`config.mk`:
```
export PLATFORM = sky130hd
export DESIGN_NAME = pc_sequenciador_flat
export DESIGN_NICKNAME = d
export VERILOG_FILES = /design/src/rtl/mips_pkg.sv /design/src/rtl/pc_sequenciador_if.sv /design/src/rtl/pc_sequenciador_calc_destino.sv /design/src/rtl/pc_sequenciador.sv /design/src/flat_wrapper.sv
export SDC_FILE = /design/constraint.sdc
export NUM_CORES = 1
export LEC_CHECK = 0
export BUFFER_PORTS_ARGS = -buffer_cell sky130_fd_sc_hd__buf_2
export CORE_ASPECT_RATIO = 0.6
export CORE_MARGIN = 2
export CORE_UTILIZATION = 39
export CTS_CLUSTER_DIAMETER = 120
export DETAILED_ROUTE_END_ITERATION = 8
export SYNTH_ARGS = -nofsm -noshare
export SYNTH_HDL_FRONTEND = slang
export SYNTH_SLANG_ARGS = --single-unit
```
`constraint.sdc`:
```
create_clock -name clk -period 4.4 [get_ports clk]
set_clock_uncertainty 0.2 [all_clocks]
set_input_delay 0.66 -clock clk [delete_from_list [all_inputs] [get_ports clk]]
set_output_delay 0.66 -clock clk [all_outputs]
set_load 0.01 [all_outputs]
```
`src/rtl/mips_pkg.sv`:
```
// ============================================================================
// mips_pkg : shared types and default vectors for the MIPS PC sequencer
// Revision : 1.0
// ============================================================================
`default_nettype none

package mips_pkg;

  typedef enum logic [1:0] {
    INICIO = 2'd0,
    BUSCA  = 2'd1,
    DECOD  = 2'd2
  } estado_t;

  typedef enum logic [1:0] {
    SALTO_SEQ    = 2'b00,
    SALTO_BRANCH = 2'b01,
    SALTO_JUMP   = 2'b10,
    SALTO_JR     = 2'b11
  } tipo_salto_t;

  localparam logic [31:0] VETOR_RESET_PADRAO   = 32'h0000_0000;
  localparam logic [31:0] VETOR_EXCECAO_PADRAO = 32'h0000_0080;

  // Branch immediate, sign-extended and scaled to a byte offset.
  function automatic logic [31:0] desloc_desvio(input logic [15:0] imm);
    return {{14{imm[15]}}, imm, 2'b00};
  endfunction

endpackage

`default_nettype wire

```
`src/rtl/pc_sequenciador_if.sv`:
```
// ============================================================================
// pc_sequenciador_if : fetch bus and control-unit decision signals
// Revision : 1.0
// ============================================================================
`default_nettype none

interface pc_sequenciador_if;
  logic        busca_req;
  logic [31:0] busca_end;
  logic        busca_ack;
  logic [31:0] instrucao;
  logic [31:0] instr_out;
  logic        instr_valida;
  logic        decisao_valida;
  logic [1:0]  tipo_salto;
  logic        cond_desvio;
  logic [31:0] reg_destino;
  logic [31:0] pc;
  logic [31:0] pc_mais4;
  logic        excecao;

  modport master (
    output busca_req, busca_end, instr_out, instr_valida, pc, pc_mais4, excecao,
    input  busca_ack, instrucao, decisao_valida, tipo_salto, cond_desvio, reg_destino
  );

  modport slave (
    input  busca_req, busca_end, instr_out, instr_valida, pc, pc_mais4, excecao,
    output busca_ack, instrucao, decisao_valida, tipo_salto, cond_desvio, reg_destino
  );
endinterface

`default_nettype wire

```
`src/rtl/pc_sequenciador_calc_destino.sv`:
```
// ============================================================================
// calc_destino : combinational next-PC computation (seq / branch / j / jr)
// Revision : 1.0
// ============================================================================
`default_nettype none

module calc_destino
  import mips_pkg::*;
(
  input  logic [31:0] pc,
  input  logic [25:0] instr_out,
  input  logic [1:0]  tipo_salto,
  input  logic        cond_desvio,
  input  logic [31:0] reg_destino,
  output logic [31:0] pc_prox,
  output logic        desalinhado
);

  logic [31:0] p4;

  always_comb begin
    p4          = pc + 32'd4;
    pc_prox     = p4;
    desalinhado = 1'b0;
    case (tipo_salto_t'(tipo_salto))
      SALTO_SEQ:    pc_prox = p4;
      SALTO_BRANCH: if (cond_desvio) pc_prox = p4 + desloc_desvio(instr_out[15:0]);
      SALTO_JUMP:   pc_prox = {p4[31:28], instr_out[25:0], 2'b00};
      SALTO_JR: begin
        pc_prox     = {reg_destino[31:2], 2'b00};
        desalinhado = |reg_destino[1:0];
      end
      default:      pc_prox = p4;
    endcase
  end

endmodule

`default_nettype wire

```
`src/rtl/pc_sequenciador.sv`:
```
// ============================================================================
// pc_sequenciador : multicycle PC sequencer (INICIO -> BUSCA -> DECOD).
// Optional macro PC_EXCECAO_EN: misaligned jr traps to VETOR_EXCECAO.
// Revision : 1.0
// ============================================================================
`default_nettype none

module pc_sequenciador
  import mips_pkg::*;
#(
  parameter logic [31:0] VETOR_RESET   = VETOR_RESET_PADRAO,
  parameter logic [31:0] VETOR_EXCECAO = VETOR_EXCECAO_PADRAO
) (
  input  logic               clk,
  input  logic               reset,
  pc_sequenciador_if.master  bus
);

  estado_t     estado_q, estado_d;
  logic [31:0] pc_q, pc_d;
  logic [31:0] instr_q, instr_d;
  logic        excecao_q, excecao_d;
  logic [31:0] pc_prox;
  logic [31:0] pc_alvo;
  logic        desalinhado;
  logic        evento_exc;

  calc_destino u_calc_destino (
    .pc          (pc_q),
    .instr_out   (instr_q[25:0]),
    .tipo_salto  (bus.tipo_salto),
    .cond_desvio (bus.cond_desvio),
    .reg_destino (bus.reg_destino),
    .pc_prox     (pc_prox),
    .desalinhado (desalinhado)
  );

`ifdef PC_EXCECAO_EN
  assign pc_alvo    = desalinhado ? VETOR_EXCECAO : pc_prox;
  assign evento_exc = desalinhado;
`else
  // Without the trap, jr simply drops the low address bits.
  assign pc_alvo    = pc_prox;
  assign evento_exc = 1'b0;
  logic unused_sinais;
  assign unused_sinais = &{1'b0, VETOR_EXCECAO, desalinhado};
`endif

  always_ff @(posedge clk or posedge reset) begin
    if (reset) begin
      estado_q  <= INICIO;
      pc_q      <= VETOR_RESET;
      instr_q   <= 32'h0000_0000;
      excecao_q <= 1'b0;
    end else begin
      estado_q  <= estado_d;
      pc_q      <= pc_d;
      instr_q   <= instr_d;
      excecao_q <= excecao_d;
    end
  end

  always_comb begin
    estado_d  = estado_q;
    pc_d      = pc_q;
    instr_d   = instr_q;
    excecao_d = 1'b0;
    case (estado_q)
      INICIO: estado_d = BUSCA;
      BUSCA: begin
        if (bus.busca_ack) begin
          instr_d  = bus.instrucao;
          estado_d = DECOD;
        end
      end
      DECOD: begin
        if (bus.decisao_valida) begin
          pc_d      = pc_alvo;
          excecao_d = evento_exc;
          estado_d  = BUSCA;
        end
      end
      default: estado_d = INICIO;
    endcase
  end

  // Handshake outputs decode from state only, so no input reaches them combinationally.
  assign bus.busca_req    = (estado_q == BUSCA);
  assign bus.instr_valida = (estado_q == DECOD);
  assign bus.busca_end    = pc_q;
  assign bus.pc           = pc_q;
  assign bus.pc_mais4     = pc_q + 32'd4;
  assign bus.instr_out    = instr_q;
  assign bus.excecao      = excecao_q;

endmodule

`default_nettype wire
```
`src/flat_wrapper.sv`:
```
// flat-port wrapper written by rule: the top's interface ports become plain ports
module pc_sequenciador_flat import mips_pkg::*;
#(
  parameter logic [31:0] VETOR_RESET   = VETOR_RESET_PADRAO,
  parameter logic [31:0] VETOR_EXCECAO = VETOR_EXCECAO_PADRAO
)
  (clk, reset, bus_busca_req, bus_busca_end, bus_instr_out, bus_instr_valida, bus_pc, bus_pc_mais4, bus_excecao, bus_busca_ack, bus_instrucao, bus_decisao_valida, bus_tipo_salto, bus_cond_desvio, bus_reg_destino);
  pc_sequenciador_if bus_i ();
  input  logic clk;
  input  logic reset;
  output wire logic [$bits(bus_i.busca_req)-1:0] bus_busca_req;
  output wire logic [$bits(bus_i.busca_end)-1:0] bus_busca_end;
  output wire logic [$bits(bus_i.instr_out)-1:0] bus_instr_out;
  output wire logic [$bits(bus_i.instr_valida)-1:0] bus_instr_valida;
  output wire logic [$bits(bus_i.pc)-1:0] bus_pc;
  output wire logic [$bits(bus_i.pc_mais4)-1:0] bus_pc_mais4;
  output wire logic [$bits(bus_i.excecao)-1:0] bus_excecao;
  input wire logic [$bits(bus_i.busca_ack)-1:0] bus_busca_ack;
  input wire logic [$bits(bus_i.instrucao)-1:0] bus_instrucao;
  input wire logic [$bits(bus_i.decisao_valida)-1:0] bus_decisao_valida;
  input wire logic [$bits(bus_i.tipo_salto)-1:0] bus_tipo_salto;
  input wire logic [$bits(bus_i.cond_desvio)-1:0] bus_cond_desvio;
  input wire logic [$bits(bus_i.reg_destino)-1:0] bus_reg_destino;
  assign bus_busca_req = bus_i.busca_req;
  assign bus_busca_end = bus_i.busca_end;
  assign bus_instr_out = bus_i.instr_out;
  assign bus_instr_valida = bus_i.instr_valida;
  assign bus_pc = bus_i.pc;
  assign bus_pc_mais4 = bus_i.pc_mais4;
  assign bus_excecao = bus_i.excecao;
  assign bus_i.busca_ack = bus_busca_ack;
  assign bus_i.instrucao = bus_instrucao;
  assign bus_i.decisao_valida = bus_decisao_valida;
  assign bus_i.tipo_salto = bus_tipo_salto;
  assign bus_i.cond_desvio = bus_cond_desvio;
  assign bus_i.reg_destino = bus_reg_destino;
  pc_sequenciador #(.VETOR_RESET(VETOR_RESET), .VETOR_EXCECAO(VETOR_EXCECAO)) u_core (.clk(clk), .reset(reset), .bus(bus_i));
endmodule
```
==> summary.md, run 1 <==
| Metric | Value |
|---|---|
| Routed length per instance | 19.3 um |
| Pre-CTS setup slack | 0.256 ns |
| Min Tclk post-route | 4.17 ns |
| DP HPWL | 16,000 um |
| Htree depth | 3 |
| Diode count | 0 |
| Core area | 14,500 sq um |
| Layout cell share with drive strength beyond 1 | 35.4% |
| Synth top area share | 27.5% |
| EDFF count, synth | 0 |
| CTS Sinks | 64 |
| Wirelength, routed | 20,600 um |
| Number of global-route vias before repair | 5,430 |
| DRC Markers | 0 |
| Switch Pwr | 0.00299 W |
| Seq pwr share | 20.9% |
| # setup viols final | 0 |
| Crit share post-route | 94.8% |
| FMAX | 240 MHz |
| Seq/Total Area, Yosys | 27.5% |
| Starting Density | 40.1% |
| Row count | 34 |
| Top FF cell, synth | dfrtp_1 |
| Pin count of the biggest net entering global routing | 65 |
| Maximum vdd drop | 389 uV |
| Port Buffers | 192 |
| Status | finished, final reports clean |
| First-pass GRT wire length | 31,900 um |
| Reg-to-reg setup timing slack | 0.23 ns |
| Comb power frac | 67.5% |
| Number of CTS-inserted buffers | 9 |
| Post-CTS setup repair buffer count | 0 |
| Syn. warnings | 0 |
| Distinct cells, synth | 70 |
| Number of nets in the layout | 971 |
| Synthesized area per cell | 8.41 sq um |
| CP required | 4.41 ns |
| Die H | 98.7 um |
| Max clock buf depth | 2 |
| Clock root cell | clkbuf_16 |
| Synthesized instance count | 693 |
| CP arrival | 4.18 ns |
| Initial antenna violation count | 2 |
| Slew Viols, Final | 0 |
| Pre-antenna DRT Iters | 5 |
| Tightest Pin Transition | 0.887 ns |
| Gr usage total | 26.0% |
| Worst Setup End Kind | flip-flop |
| Later-pin clock latency in the skew report | 0.34 ns |
| Iter 0 DRT Violations | 532 |
| Pleak | 3.40 nW |
| Setup ws final | 0.227 ns |
| # IOs | 202 |
| Asr flop ratio synth | 100% |
| WS Path Type | reg2reg |
| Via density | 5.51 |
| Hold/Removal Path Class | reg2reg |
| CP max FO | 6 |
| Cell taking the most area after synthesis | dfrtp_1 |
| Max_cap viols | 0 |
| Synthesized area | 5830 sq um |
| Cell Pwr Density | 843 nW/um^2 |
| Ranking of synthesized cells by area | dfrtp_1, ha_1, mux2_2 |
| Fin. Hold Viols | 0 |
| Critical Path Start Type | flip-flop |
| Overflow after GRT | 0 |
| Util after Layout | 49.4% |
| Antenna Nets Post-Route | 0 |
| Max-slew headroom | 40.6% |
| Yosys reg bits | 64 |
| GPL Wtd Cong | 0.937 |
| TritonCTS clock tree | yes |
| Vias | 5,878 |
| Layout Area Growth over Synthesis | 23.3% |
| Cell internal pwr | 0.00306 W |
| Clk pwr share | 11.6% |
| Switch share | 49.4% |
| Die area | 16,000 sq um |
| Clock-pin slew on the worst setup and hold paths | 0.06 ns |
| Die W | 162 um |
registers in the layout (all words and copies together) (netlist names):
register and cells:
u_core.bus.instr_out 32, u_core.bus.busca_end 30, u_core.estado_q 2
critical path, cell delays in order, from the launching register on:
cell and delay (ns):
dfrtp_1 0.43, and4_2 0.32, and2_1 0.24, nand3_1 0.14, xnor2_2 0.24, ha_1 0.35
a211oi_1 0.30, o21ai_0 0.16, a21oi_1 0.35, a2111oi_1 0.18, o211ai_1 0.36, a21oi_1 0.14
or3_1 0.32, a31oi_1 0.21, o21ai_0 0.09
cell usage after synthesis (6+ instances only):
master / n
inv_1: 29
a221oi_1: 7
mux2_2: 38
and2_1: 7
xnor2_1: 33
nand2b_1: 9
nor2b_1: 11
xor2_1: 15
nand4_1: 11
a22oi_1: 6
o21ai_0: 53
nand3_1: 22
clkbuf_1: 24
buf_4: 38
o211ai_1: 6
nand2_1: 58
a21o_1: 15
a31oi_1: 9
dfrtp_1: 64
ha_1: 35
nor3_1: 9
a21oi_1: 50
nor2_1: 59
power by group through the flow:
stage / clock network, W / logic (W) / registers (W)
floorplan: 0 / 0.00274 / 0.00131
global placement: 0 / 0.00400 / 0.00126
detailed placement: 0 / 0.00401 / 0.00127
CTS: 0.000715 / 0.00404 / 0.00126
global route: 0.000744 / 0.00450 / 0.00131
finish: 0.000700 / 0.00409 / 0.00127
area by class of cell:
cell class | count | area, sq um
tap | 198 | 248
sequential | 64 | 1600
timing repair buffer | 223 | 1190
inverter | 30 | 114
multi-input combinational | 536 | 3750
fill | 1477 | 7360
clock inverter | 6 | 42.5
clock buffer | 10 | 239
per-layer routing:
metal / vias up / track usage (%) / wire length (um) / share of wire, %
met5: - / 0 / 0 / 0
met4: 0 / 4.56 / 157 / 0.76
met3: 14 / 5.30 / 2020 / 9.8
met2: 289 / 34.9 / 7770 / 38
met1: 2779 / 42.4 / 10600 / 52
li1: 2796 / - / - / -
path summary, 6_finish.rpt:
| path | start | to | cells after the start |
|---|---|---|---|
| setup reg to reg | u_core.bus.busca_end[7]$_DFFE_PP0P_ | u_core.bus.busca_end[27]$_DFFE_PP0P_ | 14 |
| hold / removal | u_core.bus.instr_out[29]$_DFFE_PP0P_ | u_core.bus.instr_out[29]$_DFFE_PP0P_ | 1 |
| hold reg to reg | u_core.bus.instr_out[29]$_DFFE_PP0P_ | u_core.bus.instr_out[29]$_DFFE_PP0P_ | 1 |
| min in group asynchronous | reset | u_core.bus.instr_out[29]$_DFFE_PP0P_ | 3 |
| max in group asynchronous | reset | u_core.bus.busca_end[10]$_DFFE_PP0P_ | 3 |
| setup / recovery | u_core.bus.busca_end[7]$_DFFE_PP0P_ | u_core.bus.busca_end[27]$_DFFE_PP0P_ | 14 |
cell usage in the layout, fill, tap and decap left out, types with 5 or more instances in the layout:
| cell type | instances |
|---|---|
| o21ai_0 | 53 |
| a22oi_1 | 6 |
| clkbuf_16 | 9 |
| a221oi_1 | 7 |
| nand4_1 | 11 |
| and2_1 | 7 |
| o211ai_1 | 6 |
| conb_1 | 7 |
| o22ai_1 | 5 |
| inv_1 | 28 |
| nor2b_1 | 11 |
| o221ai_1 | 5 |
| mux2_2 | 38 |
| nand2b_1 | 9 |
| nor2_1 | 58 |
| buf_4 | 31 |
| a21oi_1 | 50 |
| nand2_1 | 58 |
| xor2_1 | 15 |
| a31oi_1 | 9 |
| mux4_2 | 5 |
| dfrtp_1 | 62 |
| nand3_1 | 22 |
| xnor2_1 | 32 |
| buf_2 | 192 |
| ha_1 | 35 |
| a21o_1 | 15 |
| nor3_1 | 8 |
cell families (layout without fill, tap and decap cells):
group / count (synthesis) / count (layout) / share of synthesized area, %
flip-flops: 64 / 64 / 27.5
adder cells (fa/ha/maj): 36 / 36 / 7.86
AND/OR/NAND/NOR: 208 / 208 / 17.7
multiplexers: 44 / 44 / 9.44
buffers and inverters: 99 / 269 / 8.89
XOR/XNOR: 49 / 49 / 7.49
other: 1 / 7 / 0.0643
AO/OA/AOI/OAI: 192 / 192 / 21.1
through the flow:
step	instances	hold slack [ns]	power, W	setup TNS (ns)	cell area [sq um]
floorplan	699	0.251	0.00405	0	5850
global placement	1051	0.287	0.00526	0	6890
detailed placement	1051	0.291	0.00528	0	6890
CTS	1067	0.309	0.00601	0	7170
global route	1067	0.326	0.00655	-0.0193	7190
finish	1067	0.309	0.00606	0	7190
timing repair:
action                                  4_1_cts  5_1_grt
endpoints found under the setup margin        0        5
gates resized for setup                       0        5
hold buffers                                  0        0
Power figures use the tool's default switching activity.
==> inputs of run 2 (changes only) <==
Clock period 4.4 ns to 3.9 ns, I/O delays scaled along.
==> run 2 against run 1 <==
Die area did not move. Via count rose by 3.5%. Critical path depth rose by 1. Routed wire length rose by 3.4%. Maximum frequency rose by 10%. Critical endpoint is now u_core.bus.busca_end[31]$_DFFE_PP0P_. Largest power group unchanged.
==> summary.md, run 2 (same netlist as run 1, synthesis figures left out) <==
| Metric | Value |
|---|---|
| Critical Path Start Type | flip-flop |
| Max-slew headroom | 43.4% |
| Core area | 14,500 sq um |
| Routed wl met2 | 7960 um |
| Tightest Pin Transition | 0.849 ns |
| Number of nets in the layout | 1,026 |
| Clock-pin slew on the worst setup and hold paths | 0.07 ns |
| Pleak | 3.75 nW |
| Max clock buf depth | 2 |
| Clk pwr share | 12.1% |
| Pre-CTS setup slack | 0.0667 ns |
| Status | finished, final reports clean |
| Overflow after GRT | 0 |
| Pin count of the biggest net entering global routing | 65 |
| Later-pin clock latency in the skew report | 0.34 ns |
| Util after Layout | 53.3% |
| Switch Pwr | 0.00356 W |
| Setup ws final | 0.110 ns |
| Post-DP Area | 7300 sq um |
| Wirelength, routed | 21,300 um |
| Maximum vdd drop | 371 uV |
| Max reg flops | 32 |
| RSZ-0062 raised after global routing | yes |
| GPL Wtd Cong | 0.962 |
| Die W | 162 um |
| WS Path Type | reg2reg |
| Wire length on met1 | 11,200 um |
| Routed length per instance | 19.0 um |
| Vias | 6,083 |
| Slew Viols, Final | 0 |
| # IOs | 202 |
| RR Endpoint | u_core.bus.busca_end[31]$_DFFE_PP0P_ |
| Die area | 16,000 sq um |
| CP required | 3.91 ns |
| Htree depth | 3 |
| Comb power frac | 70.0% |
| CTS Sinks | 64 |
| Layout Area Growth over Synthesis | 33.0% |
| Worst Setup End Kind | flip-flop |
| Hold/Removal Path Class | in2reg |
| DP HPWL | 16,600 um |
| Diode count | 0 |
| Cell count after placement | 1,102 |
| DR WL met3 | 2020 um |
| Max_cap viols | 0 |
| Min Tclk post-route | 3.79 ns |
| TritonCTS clock tree | yes |
| Row count | 34 |
| Worst hold path depth | 2 |
| Cell Pwr Density | 974 nW/um^2 |
| Reg2reg path depth | 15 |
| Number of CTS-inserted buffers | 9 |
| Commonest non-fill, non-tap cell in the layout | buf_2 |
| Fin. Hold Viols | 0 |
| Seq pwr share | 17.9% |
| Reg-to-reg setup timing slack | 0.11 ns |
| Final instance area | 7750 sq um |
| Iter 0 DRT Violations | 535 |
| Worst Hold Endpoint | u_core.estado_q[1]$_DFFE_PP0P_ |
| Commonest non-fill, non-tap cells in the layout | buf_2, buf_4, dfrtp_1 |
| Switch share | 47.1% |
| First-pass GRT wire length | 32,800 um |
| FMAX | 264 MHz |
| Starting Density | 40.1% |
| Layout fillers | 1,443 |
| Die H | 98.7 um |
| Number of global-route vias before repair | 5,594 |
| Fin Setup TNS | 0 ns |
| Antenna Nets Post-Route | 0 |
| # setup viols final | 0 |
| Port Buffers | 192 |
| Initial antenna violation count | 0 |
| Cell internal pwr | 0.00400 W |
| DRC Markers | 0 |
| Crit share post-route | 97.2% |
| Via density | 5.42 |
| Pre-antenna DRT Iters | 5 |
| Gr usage total | 26.7% |
| R2R Path Start | u_core.bus.busca_end[8]$_DFFE_PP0P_ |
| Hold Crit Start | bus_decisao_valida |
| Clock root cell | clkbuf_16 |
| Non-filler instance count after layout | 1,122 |
| Highest metal used | met4 |
| Layout cell share with drive strength beyond 1 | 41.0% |
| CP arrival | 3.80 ns |
| CP max FO | 4 |
-- run 2: per-stage QoR --
step | total power, W | hold WS [ns]
after floorplan | 0.00457 | 0.251
after global placement | 0.00641 | 0.286
after detailed placement | 0.00643 | 0.288
after CTS | 0.00738 | 0.252
after global routing | 0.00814 | 0.268
final | 0.00756 | 0.254
-- run 2: metal layers --
metal | GRT usage [%] | vias up
met5 | 0 | -
met4 | 3.74 | 0
met3 | 6.82 | 11
met2 | 34.3 | 291
met1 | 44.1 | 2872
li1 | - | 2909
-- run 2: final cells by class --
| type | instances | area (sq um) | area share [%] |
|---|---|---|---|
| clock buffers | 9 | 225 | 2.90 |
| clock inverters | 7 | 100 | 1.29 |
| inverters | 30 | 114 | 1.47 |
| multi-input cells | 536 | 3860 | 49.8 |
| flip-flops and latches | 64 | 1600 | 20.7 |
| well taps | 198 | 248 | 3.19 |
| repair buffers | 278 | 1610 | 20.7 |
-- run 2: power groups by stage --
stage	Sequential [W]	Combinational [W]	Clock (W)
finish	0.00136	0.00529	0.000912
global route	0.00140	0.00578	0.000959
CTS	0.00134	0.00511	0.000928
detailed placement	0.00135	0.00508	0
global placement	0.00135	0.00507	0
floorplan	0.00148	0.00309	0
-- run 2: worst max-delay path by stage --
stage	depth (start not counted)	start	slack, ns	to
finish	15	u_core.bus.busca_end[8]$_DFFE_PP0P_	0.11	u_core.bus.busca_end[31]$_DFFE_PP0P_
global route	14	u_core.bus.busca_end[5]$_DFFE_PP0P_	-0.05	u_core.bus.busca_end[22]$_DFFE_PP0P_
CTS	16	u_core.bus.busca_end[5]$_DFFE_PP0P_	0.01	u_core.bus.busca_end[31]$_DFFE_PP0P_
detailed placement	16	u_core.bus.busca_end[5]$_DFFE_PP0P_	0.07	u_core.bus.busca_end[31]$_DFFE_PP0P_
global placement	15	u_core.bus.busca_end[5]$_DFFE_PP0P_	0.05	u_core.bus.busca_end[27]$_DFFE_PP0P_
floorplan	13	u_core.bus.busca_end[4]$_DFFE_PP0P_	0.002	u_core.bus.busca_end[27]$_DFFE_PP0P_
-- run 2: critical path: stages, from the launching register on --
cell and delay [ns]:
dfrtp_1 0.39, nand4_2 0.13, or3_4 0.46, nor3_4 0.31
nand4_1 0.22, xnor2_2 0.28, ha_1 0.28, a21o_1 0.18
a21o_1 0.18, a21o_1 0.19, a21boi_1 0.18, o21bai_1 0.08
a21o_1 0.20, a2bb2oi_1 0.13, nor2_1 0.15, o211ai_2 0.09
-- run 2: repair_timing --
action,CTS,global route
resized for setup,0,24
endpoints found under the hold margin,0,0
setup buffers,0,4
hold buffers,0,0
endpoints found under the setup margin,0,10
==> inputs of run 3 (changes only) <==
Clock period 3.9 ns to 4.3 ns, I/O delays scaled along.
==> run 3 against run 2 <==
Global-route usage is 1.1 points lower. Clock power is 8.9% lower. Non-clock buffer count is 46 lower. Die area stayed put. Largest power group unchanged. Highest routed layer unchanged.
==> summary.md, run 3 (same netlist as run 1, synthesis figures left out) <==
| Metric | Value |
|---|---|
| # IOs | 202 |
| Gr usage total | 25.7% |
| First-pass GRT wire length | 31,400 um |
| Cell Pwr Density | 874 nW/um^2 |
| Number of nets in the layout | 980 |
| WS Path Type | reg2reg |
| Die H | 98.7 um |
| Min Tclk post-route | 4.04 ns |
| FMAX | 248 MHz |
| Max clock buf depth | 2 |
| CP required | 4.30 ns |
| Tightest Pin Transition | 0.986 ns |
| Pin count of the biggest net entering global routing | 44 |
| Layout Area Growth over Synthesis | 25.4% |
| DRC Markers | 0 |
| DP HPWL | 16,200 um |
| Layout fillers | 1,448 |
| Worst Setup End Kind | flip-flop |
| Pre-antenna DRT Iters | 5 |
| CP max FO | 6 |
| Crit share post-route | 93.9% |
| Commonest non-fill, non-tap cells in the layout | buf_2, dfrtp_1, nand2_1, nor2_1, o21ai_0 |
| Initial antenna violation count | 1 |
| Port Buffers | 192 |
| Vias | 5,910 |
| Layout cell share with drive strength beyond 1 | 35.8% |
| Via density | 5.49 |
| Critical Path Start Type | flip-flop |
| Status | finished, final reports clean |
| Max_cap viols | 0 |
| Iter 0 DRT Violations | 466 |
| Htree depth | 3 |
| Antenna Nets Post-Route | 0 |
| Final instance area | 7310 sq um |
| Commonest non-fill, non-tap cell in the layout | buf_2 |
| Fin. Hold Viols | 0 |
| Max-slew headroom | 34.2% |
| GPL Wtd Cong | 0.936 |
| RSZ-0062 raised after global routing | no |
| Core area | 14,500 sq um |
| Number of global-route vias before repair | 5,307 |
| Util after Layout | 50.2% |
| Die W | 162 um |
| Routed length per instance | 19.1 um |
| TritonCTS clock tree | yes |
| Clock-pin slew on the worst setup and hold paths | 0.06 ns |
| Number of CTS-inserted buffers | 9 |
| Hold/Removal Path Class | reg2reg |
| CTS Sinks | 64 |
| Slew Viols, Final | 0 |
| Overflow after GRT | 0 |
| Clock root cell | clkbuf_16 |
| Post-DP Area | 6950 sq um |
| Later-pin clock latency in the skew report | 0.34 ns |
| Die area | 16,000 sq um |
| Wirelength, routed | 20,600 um |
| Maximum vdd drop | 417 uV |
| Starting Density | 40.1% |
| Row count | 34 |
| CP arrival | 4.04 ns |
| Max reg flops | 32 |
| # setup viols final | 0 |
| Pleak | 3.47 nW |
| Fin Setup TNS | 0 ns |
[run 3: cell types whose count changed in the layout (fill, tap and decap cells not counted), moves of 3 or more]
cell and delta:
xnor2_2 -6, a21oi_1 +3, inv_6 -3, buf_4 -46, a21oi_2 -3, xnor2_1 +6
[run 3: area by class of cell]
| type | instances | area, sq um | share of cell area [%] |
|---|---|---|---|
| Antenna cell | 1 | 2.50 | 0.0342 |
| Clock buffer | 12 | 256 | 3.51 |
| Clock inverter | 4 | 76.3 | 1.04 |
| Inverter | 30 | 114 | 1.56 |
| Multi-Input combinational cell | 536 | 3750 | 51.3 |
| Sequential cell | 64 | 1600 | 21.9 |
| Tap cell | 198 | 248 | 3.39 |
| Timing Repair Buffer | 232 | 1260 | 17.3 |
[run 3: timing repair]
item	in CTS	in global routing
hold buffers	0	0
gates resized for setup	0	3
setup endpoints to repair	0	7
setup buffers	0	1
[run 3: through the flow]
step                total power (W)  setup WS [ns]  cells  hold WS [ns]
finish                      0.00639          0.260   1077         0.306
global route                0.00691         0.0126   1076         0.329
CTS                         0.00634         0.0756   1075         0.301
detailed placement          0.00549          0.111   1059         0.287
global placement            0.00545          0.189   1059         0.285
floorplan                   0.00414          0.330    699         0.251
[run 3: metal layers]
| layer | up-vias | GRT usage (%) | part of all wire, % |
|---|---|---|---|
| li1 | 2816 | - | - |
| met1 | 2750 | 42.0 | 50 |
| met2 | 322 | 33.9 | 38 |
| met3 | 22 | 5.60 | 11 |
| met4 | 0 | 4.15 | 0.85 |
| met5 | - | 0 | 0 |
[run 3: power breakdown]
group          internal [W]  switching (W)  leakage [nW]
Sequential         0.000891       0.000389         0.750
Clock              0.000541       0.000290         0.159
Combinational       0.00190        0.00238          2.56
Total               0.00333        0.00306          3.47
[run 3: path summary, 6_finish.rpt]
check                                                        to  cells past startpoint                                start  slack (ns)
setup / recovery           u_core.bus.busca_end[31]$_DFFE_PP0P_                     16  u_core.bus.busca_end[7]$_DFFE_PP0P_        0.26
hold / removal                   u_core.estado_q[0]$_DFFE_PP0P_                      1       u_core.estado_q[1]$_DFFE_PP0P_        0.31
setup reg to reg           u_core.bus.busca_end[31]$_DFFE_PP0P_                     16  u_core.bus.busca_end[7]$_DFFE_PP0P_        0.26
hold reg to reg                  u_core.estado_q[0]$_DFFE_PP0P_                      1       u_core.estado_q[1]$_DFFE_PP0P_        0.31
max in group asynchronous   u_core.bus.busca_end[9]$_DFFE_PP0P_                      3                                reset        2.70
min in group asynchronous  u_core.bus.instr_out[29]$_DFFE_PP0P_                      2                                reset        0.34
[run 3: worst max-delay path, stage by stage (launching register included)]
cell and delay (ns):
dfrtp_1 0.42, and4_2 0.32, nand3_2 0.14, nor3_1 0.38, buf_4 0.19, nand3_1 0.09
xnor2_1 0.17, ha_1 0.41, and3_1 0.21, nand2_1 0.07, a2111oi_2 0.37, o211ai_1 0.23
buf_4 0.19, a21oi_1 0.22, a211oi_2 0.07, nor2_1 0.13, o211ai_2 0.09
